## config.mk

```make
export PLATFORM = sky130hd
export DESIGN_NAME = tp_tcam_wr_sched
export DESIGN_NICKNAME = d
export VERILOG_FILES = /design/src/rtl/tcam_sched_pkg.sv /design/src/rtl/tcam_req_hold.sv /design/src/rtl/tp_tcam_wr_sched.sv
export SDC_FILE = /design/constraint.sdc
export NUM_CORES = 1
export LEC_CHECK = 0
export CORE_MARGIN = 2
export CORE_UTILIZATION = 50
export CTS_BUF_LIST = sky130_fd_sc_hd__clkbuf_4 sky130_fd_sc_hd__clkbuf_8 sky130_fd_sc_hd__clkbuf_16
export CTS_CLUSTER_DIAMETER = 50
export DETAILED_ROUTE_END_ITERATION = 7
export HOLD_SLACK_MARGIN = 0.12
export PLACE_DENSITY = 0.85
export SKIP_CTS_REPAIR_TIMING = 1
export SYNTH_ARGS = -nofsm -noshare
export SYNTH_HDL_FRONTEND = slang
export SYNTH_SLANG_ARGS = --single-unit
export TNS_END_PERCENT = 1
```

## constraint.sdc

```tcl
create_clock -name clk -period 4.1 [get_ports clk]
set_clock_uncertainty 0.1 [all_clocks]
set_input_delay 1.025 -clock clk [delete_from_list [all_inputs] [get_ports clk]]
set_output_delay 1.025 -clock clk [all_outputs]
set_load 0.02 [all_outputs]
```

## src/rtl/tcam_sched_pkg.sv

```systemverilog
// rtl/tcam_sched_pkg.sv - shared types and rule encoding for the TCAM write scheduler
package tcam_sched_pkg;

  localparam int NPORT      = 3;
  localparam int TCAM_DEPTH = 64;
  localparam int TCAM_WIDTH = 32;
  localparam int TCAM_AW    = $clog2(TCAM_DEPTH);

  typedef struct packed {
    logic [TCAM_AW-1:0]    addr;
    logic [TCAM_WIDTH-1:0] st;
    logic [TCAM_WIDTH-1:0] m;
    logic                  inv;
  } wr_req_t;

  typedef struct packed {
    logic [TCAM_WIDTH-1:0] st;
    logic [TCAM_WIDTH-1:0] m;
  } cell_t;

  typedef enum logic [1:0] {
    IDLE  = 2'd0,
    DRAIN = 2'd1,
    FLUSH = 2'd2,
    DONE  = 2'd3
  } sched_state_t;

  // A compared bit stores its key value with M=0; a don't-care bit stores St=0, M=1.
  function automatic cell_t rule_to_cell(input logic [TCAM_WIDTH-1:0] key,
                                         input logic [TCAM_WIDTH-1:0] care);
    cell_t c;
    c.st = key & care;
    c.m  = ~care;
    return c;
  endfunction

endpackage

```

## src/rtl/tcam_req_hold.sv

```systemverilog
// rtl/tcam_req_hold.sv - per-requester holding register with ready generation
module tcam_req_hold
  import tcam_sched_pkg::*;
(
  input  logic                  clk,
  input  logic                  rst_n,
  input  logic                  i_accept_en,
  input  logic                  i_valid,
  input  logic [TCAM_AW-1:0]    i_addr,
  input  logic [TCAM_WIDTH-1:0] i_key,
  input  logic [TCAM_WIDTH-1:0] i_care,
  input  logic                  i_inv,
  input  logic                  i_issue,
  output logic                  o_ready,
  output logic                  o_hold_v,
  output wr_req_t               o_hold
);

  logic    r_hold_v;
  wr_req_t r_hold;
  logic    w_load;
  cell_t   w_cell;

  // Ready depends only on local state and the issue decision, never on i_valid.
  assign o_ready  = i_accept_en & (~r_hold_v | i_issue);
  assign w_load   = i_valid & o_ready;
  assign w_cell   = rule_to_cell(i_key, i_care);
  assign o_hold_v = r_hold_v;
  assign o_hold   = r_hold;

  always_ff @(posedge clk or negedge rst_n) begin
    if (!rst_n) begin
      r_hold_v <= 1'b0;
      r_hold   <= '0;
    end else if (w_load) begin
      r_hold_v    <= 1'b1;
      r_hold.addr <= i_addr;
      r_hold.inv  <= i_inv;
      r_hold.st   <= i_inv ? '0 : w_cell.st;
      r_hold.m    <= i_inv ? '0 : w_cell.m;
    end else if (i_issue) begin
      r_hold_v <= 1'b0;
    end
  end

endmodule

```

## src/rtl/tp_tcam_wr_sched.sv

```systemverilog
// rtl/tp_tcam_wr_sched.sv - triple-port TCAM write scheduler, flush sequencer and entry_valid keeper
module tp_tcam_wr_sched
  import tcam_sched_pkg::*;
#(
  parameter int DEPTH = TCAM_DEPTH,
  parameter int WIDTH = TCAM_WIDTH,
  parameter int AW    = $clog2(DEPTH)
) (
  input  logic                   clk,
  input  logic                   rst_n,
  input  logic [NPORT-1:0]       req_valid,
  output logic [NPORT-1:0]       req_ready,
  input  logic [NPORT*AW-1:0]    req_addr,
  input  logic [NPORT*WIDTH-1:0] req_key,
  input  logic [NPORT*WIDTH-1:0] req_care,
  input  logic [NPORT-1:0]       req_inv,
  input  logic                   flush_req,
  output logic                   flush_busy,
  output logic                   flush_done,
  output logic [NPORT-1:0]       arr_wen,
  output logic [NPORT*AW-1:0]    arr_waddr,
  output logic [NPORT*WIDTH-1:0] arr_wst,
  output logic [NPORT*WIDTH-1:0] arr_wm,
  output logic [DEPTH-1:0]       entry_valid
);

  localparam int FLUSH_CYC = (DEPTH + NPORT - 1) / NPORT;
  localparam int FCW       = $clog2(FLUSH_CYC + 1);
  localparam logic [FCW-1:0] FCNT_LAST = FCW'(FLUSH_CYC - 1);

  sched_state_t r_state, w_state_nxt;
  logic                   r_rst_done;
  logic [FCW-1:0]         r_fcnt;
  logic [NPORT-1:0]       r_wen;
  logic [NPORT*AW-1:0]    r_waddr;
  logic [NPORT*WIDTH-1:0] r_wst;
  logic [NPORT*WIDTH-1:0] r_wm;
  logic [DEPTH-1:0]       r_entry_valid;

  logic             w_accept_en;
  logic             w_flush_busy;
  logic             w_flush_done;
  logic [NPORT-1:0] w_hold_v;
  logic [NPORT-1:0] w_issue;
  logic [NPORT-1:0] w_addr_ok;
  logic [NPORT-1:0] w_flush_ok;
  logic [NPORT-1:0] w_ready;
  logic [AW+1:0]    w_flush_addr [NPORT];
  wr_req_t          w_hold [NPORT];

  for (genvar g = 0; g < NPORT; g++) begin : g_hold
    tcam_req_hold u_hold (
      .clk         (clk),
      .rst_n       (rst_n),
      .i_accept_en (w_accept_en),
      .i_valid     (req_valid[g]),
      .i_addr      (req_addr[g*AW +: AW]),
      .i_key       (req_key[g*WIDTH +: WIDTH]),
      .i_care      (req_care[g*WIDTH +: WIDTH]),
      .i_inv       (req_inv[g]),
      .i_issue     (w_issue[g]),
      .o_ready     (w_ready[g]),
      .o_hold_v    (w_hold_v[g]),
      .o_hold      (w_hold[g])
    );
  end

  // A hold waits while any lower-index hold targets the same entry, so the higher port's data lands last.
  always_comb begin
    for (int i = 0; i < NPORT; i++) begin
      w_issue[i]   = w_hold_v[i];
      w_addr_ok[i] = ({1'b0, w_hold[i].addr} < (AW+1)'(DEPTH));
      for (int j = 0; j < i; j++) begin
        if (w_hold_v[j] && (w_hold[j].addr == w_hold[i].addr)) begin
          w_issue[i] = 1'b0;
        end
      end
    end
  end

  always_comb begin
    for (int i = 0; i < NPORT; i++) begin
      w_flush_addr[i] = (AW+2)'(r_fcnt) * (AW+2)'(NPORT) + (AW+2)'(i);
      w_flush_ok[i]   = (w_flush_addr[i] < (AW+2)'(DEPTH));
    end
  end

  always_ff @(posedge clk or negedge rst_n) begin
    if (!rst_n) begin
      r_state    <= IDLE;
      r_rst_done <= 1'b0;
    end else begin
      r_state    <= w_state_nxt;
      r_rst_done <= 1'b1;
    end
  end

  always_comb begin
    w_state_nxt  = r_state;
    w_accept_en  = 1'b0;
    w_flush_busy = 1'b1;
    w_flush_done = 1'b0;
    case (r_state)
      IDLE: begin
        w_flush_busy = 1'b0;
        w_accept_en  = r_rst_done;
        if (flush_req) w_state_nxt = DRAIN;
      end
      DRAIN: begin
        if (w_hold_v == '0) w_state_nxt = FLUSH;
      end
      FLUSH: begin
        if (r_fcnt == FCNT_LAST) w_state_nxt = DONE;
      end
      DONE: begin
        w_flush_done = 1'b1;
        w_state_nxt  = IDLE;
      end
      default: w_state_nxt = IDLE;
    endcase
  end

  always_ff @(posedge clk or negedge rst_n) begin
    if (!rst_n) begin
      r_fcnt <= '0;
    end else if (r_state == DRAIN) begin
      r_fcnt <= '0;
    end else if ((r_state == FLUSH) && (r_fcnt != FCNT_LAST)) begin
      r_fcnt <= r_fcnt + 1'b1;
    end
  end

  always_ff @(posedge clk or negedge rst_n) begin
    if (!rst_n) begin
      r_wen         <= '0;
      r_waddr       <= '0;
      r_wst         <= '0;
      r_wm          <= '0;
      r_entry_valid <= '0;
    end else begin
      r_wen <= '0;
      for (int i = 0; i < NPORT; i++) begin
        if (r_state == FLUSH) begin
          if (w_flush_ok[i]) begin
            r_wen[i]                          <= 1'b1;
            r_waddr[i*AW +: AW]               <= w_flush_addr[i][AW-1:0];
            r_wst[i*WIDTH +: WIDTH]           <= '0;
            r_wm[i*WIDTH +: WIDTH]            <= '0;
            r_entry_valid[w_flush_addr[i][AW-1:0]] <= 1'b0;
          end
        end else if (w_issue[i] && w_addr_ok[i]) begin
          r_wen[i]                       <= 1'b1;
          r_waddr[i*AW +: AW]            <= w_hold[i].addr;
          r_wst[i*WIDTH +: WIDTH]        <= w_hold[i].st;
          r_wm[i*WIDTH +: WIDTH]         <= w_hold[i].m;
          r_entry_valid[w_hold[i].addr]  <= ~w_hold[i].inv;
        end
      end
    end
  end

  assign req_ready   = w_ready;
  assign flush_busy  = w_flush_busy;
  assign flush_done  = w_flush_done;
  assign arr_wen     = r_wen;
  assign arr_waddr   = r_waddr;
  assign arr_wst     = r_wst;
  assign arr_wm      = r_wm;
  assign entry_valid = r_entry_valid;

endmodule

```

==> results.sh <==
export IMPL_outcome="completed"
export IMPL_drt_total_wl_um=95070
export IMPL_ys_flop_type="dfrtp_1"
export IMPL_vias_per_cell=6.606
export IMPL_worst_slew_pin_slew_ns=1.304
export IMPL_cts_max_path_buffers=3
export IMPL_reg2regPathDepth=12
export IMPL_r2r_end="entry_valid[24]"
export IMPL_yosys_warnings=0
export IMPL_drive_gt1_frac=0.1168
export IMPL_cts_sinks=501
export IMPL_fillers=3635
export IMPL_period_share=0.9646
export IMPL_die_y_um=225.5
export IMPL_die_x_um=225.5
export IMPL_dp_hpwl_um=63610
export IMPL_required_ns=2.97
export IMPL_gr_total_overflow=0
export IMPL_area_delta_synth_final_pct=31.61
export IMPL_critPathKind="reg -> out"
export IMPL_routed_via_count=23220
export IMPL_start_util=0.5044
export IMPL_grt_pass1_wl_um=141500
export IMPL_cts_root_buf="clkbuf_16"
export IMPL_ys_seq_area_frac=0.5109
export IMPL_gr_usage_all_layers=0.3681
export IMPL_clkTransAtPathRegs_ns=0.06
export IMPL_endpoint_kind="output pin"
export IMPL_period_needed_ns=3.955
export IMPL_synth_area_um2=24540
export IMPL_dieArea_um2=50870
export IMPL_rsz0062_at_grt="false"
export IMPL_synth_largest_area_cell="dfrtp_1"
export IMPL_hold_viol_final=0
export IMPL_finalSetupViolations=0
export IMPL_dpl_worst_slack_ns=0.4720
export IMPL_firstDrtPassIters=8
export IMPL_coreArea_um2=48650
export IMPL_numCtsBuffers=59
export IMPL_nNetsFinal=3074
export IMPL_r2r_slack_ns=0.35
export IMPL_num_io_pins=501
export IMPL_vdd_ir_drop_max_v=0.0004407
export IMPL_worstReg2RegStart="r_fcnt[1]"
export IMPL_grt_max_degree=129
export IMPL_grt_antenna_before_repair=9
export IMPL_place_gp_congestion=1.021
export IMPL_yosysTopAreaCellShare=0.5109
export IMPL_first_global_vias=22960
export IMPL_slew_limit_headroom=0.1274
export IMPL_ctsHtreeMaxLevel=2
export IMPL_syn_instance_count=2422
export IMPL_p_total_mw=23.47
export IMPL_power_leakage_nw=13.37
export IMPL_worst_slack_ns=0.1450
export IMPL_cp_arrival_ns=2.83
export IMPL_drtIter0Drc=3155
export IMPL_maxClockFrequency_ghz=0.2528
export IMPL_synth_area_leaders="dfrtp_1, a22o_1, o31ai_1"
export IMPL_rows=81
export IMPL_ant_nets=0
export IMPL_synth_edff_count=0
export IMPL_port_buffers=500
export IMPL_power_density_nw_per_um2=726.6
export IMPL_route_detailed_drc=0
export IMPL_start_kind="register"
export IMPL_hp_class="in -> async"
export IMPL_finalSetupTns_ns=0
export IMPL_clkLatencyLatePin_ns=0.63
export IMPL_crit_fanout=10
export IMPL_finalMaxSlewViolations=0
export IMPL_ys_seq_elements=501
export IMPL_postSynthAreaPerCell_um2=10.13
export IMPL_synth_cell_types=74
export IMPL_synth_fp_nets=2660
export IMPL_drv_cap=0
export IMPL_cts_tree="done"
export IMPL_drt_wirelength_per_cell_um=27.05
export IMPL_async_flop_share=1.000
[layout by cell type, fill, tap and decap left out, types with 15 or more instances in the layout]
master           count
clkdlybuf4s50_1    496
nor2_1             111
o21ai_0             60
o32ai_1             15
nand4_1             20
clkbuf_16           60
nand3b_1            15
nand2_1            392
clkinv_2            15
ha_1                17
xnor2_1             27
a21oi_1             23
dfrtp_1            492
nor3_1              65
a22o_1             192
nand3_1             85
o2111ai_1           36
inv_1               19
mux2_2             101
o31ai_1            217
buf_4               75
o22ai_1             49
mux2i_1             54
[final cells by class]
cell class / instances / area [µm²] / area share
antenna: 7 / 17.52 / 0.0005424
clock buffer: 81 / 1740 / 0.05389
clock inverter: 30 / 309.0 / 0.009569
inverter: 21 / 78.83 / 0.002441
multi-input combinational: 1670 / 11110 / 0.3439
sequential: 501 / 12550 / 0.3885
tap: 622 / 778.2 / 0.02410
timing repair buffer: 583 / 5718 / 0.1770
[cell usage after synthesis, types with 24 or more instances]
library cell	instances
dfrtp_1	501
nand2_1	394
o31ai_1	217
a22o_1	192
clkbuf_1	184
nor2_1	111
mux2_2	101
nand3_1	86
nor3_1	67
o21ai_0	61
mux2i_1	55
o22ai_1	49
o2111ai_1	36
buf_2	28
xnor2_1	27
a21oi_1	24
[cell families (layout without fill, tap and decap cells)]
logic type / count (synthesis) / in the layout / synth area share
AO/OA/AOI/OAI: 675 / 675 / 0.2095
XOR/XNOR: 32 / 32 / 0.01142
adder cells (fa/ha/maj): 19 / 19 / 0.009994
buffers and inverters: 251 / 715 / 0.04089
flip-flops: 501 / 501 / 0.5109
multiplexers: 169 / 169 / 0.07475
other: 1 / 8 / 0.0001528
AND/OR/NAND/NOR: 774 / 774 / 0.1424
[worst max path at each step]
stage,startpoint,end,slack (ns),cells past startpoint
after global routing,r_state[0],req_ready[1],0.004,5
final,g_hold[1].u_hold.o_hold[69],req_ready[2],0.14,6
after floorplan,r_fcnt[0],arr_waddr[10],0.93,11
after CTS,g_hold[2].u_hold.o_hold[65],req_ready[2],-0.20,6
after detailed placement,g_hold[2].u_hold.o_hold[65],req_ready[2],0.47,6
after global placement,g_hold[1].u_hold.o_hold[66],req_ready[1],0.55,5
[metal layers]
metal	wire, µm	GRT usage	vias up
met2	43000	0.5590	1543
met4	6675	0.2361	6
met3	10460	0.1094	392
met1	34900	0.4601	11461
li1	-	-	9818
met5	33	0	-
[per-stage QoR]
step	hold slack [ns]	instance area [µm²]	utilization	instances
floorplan	0.3489	24540	-	2422
global placement	0.3591	30220	0.6211	3397
detailed placement	0.3660	30220	0.6211	3397
CTS	0.3729	32260	0.6632	3508
global route	0.3872	32290	0.6638	3513
finish	0.3045	32300	0.6639	3515
[flip-flops by register name, summed over array words and instances (netlist names), 2 cells and up]
register,flops
g_hold.u_hold.o_hold,213
r_state,2
r_fcnt,5
arr_waddr,18
arr_wen,3
arr_wst,96
entry_valid,64
g_hold.u_hold.o_hold_v,3
arr_wm,96
[worst max-delay path, stage by stage, from the launching register on]
cell,delay (ns)
dfrtp_1,0.54
xnor2_1,0.20
nand4_1,0.15
nor2_1,0.08
o21ai_1,0.31
and2_1,0.28
clkdlybuf4s50_1,0.64
[where the power goes]
group | switching [mW] | internal (mW)
clock | 2.23 | 3.19
combinational | 6.04 | 3.85
sequential | 1.51 | 6.65
total | 9.78 | 13.7
Power figures use the tool's default switching activity.
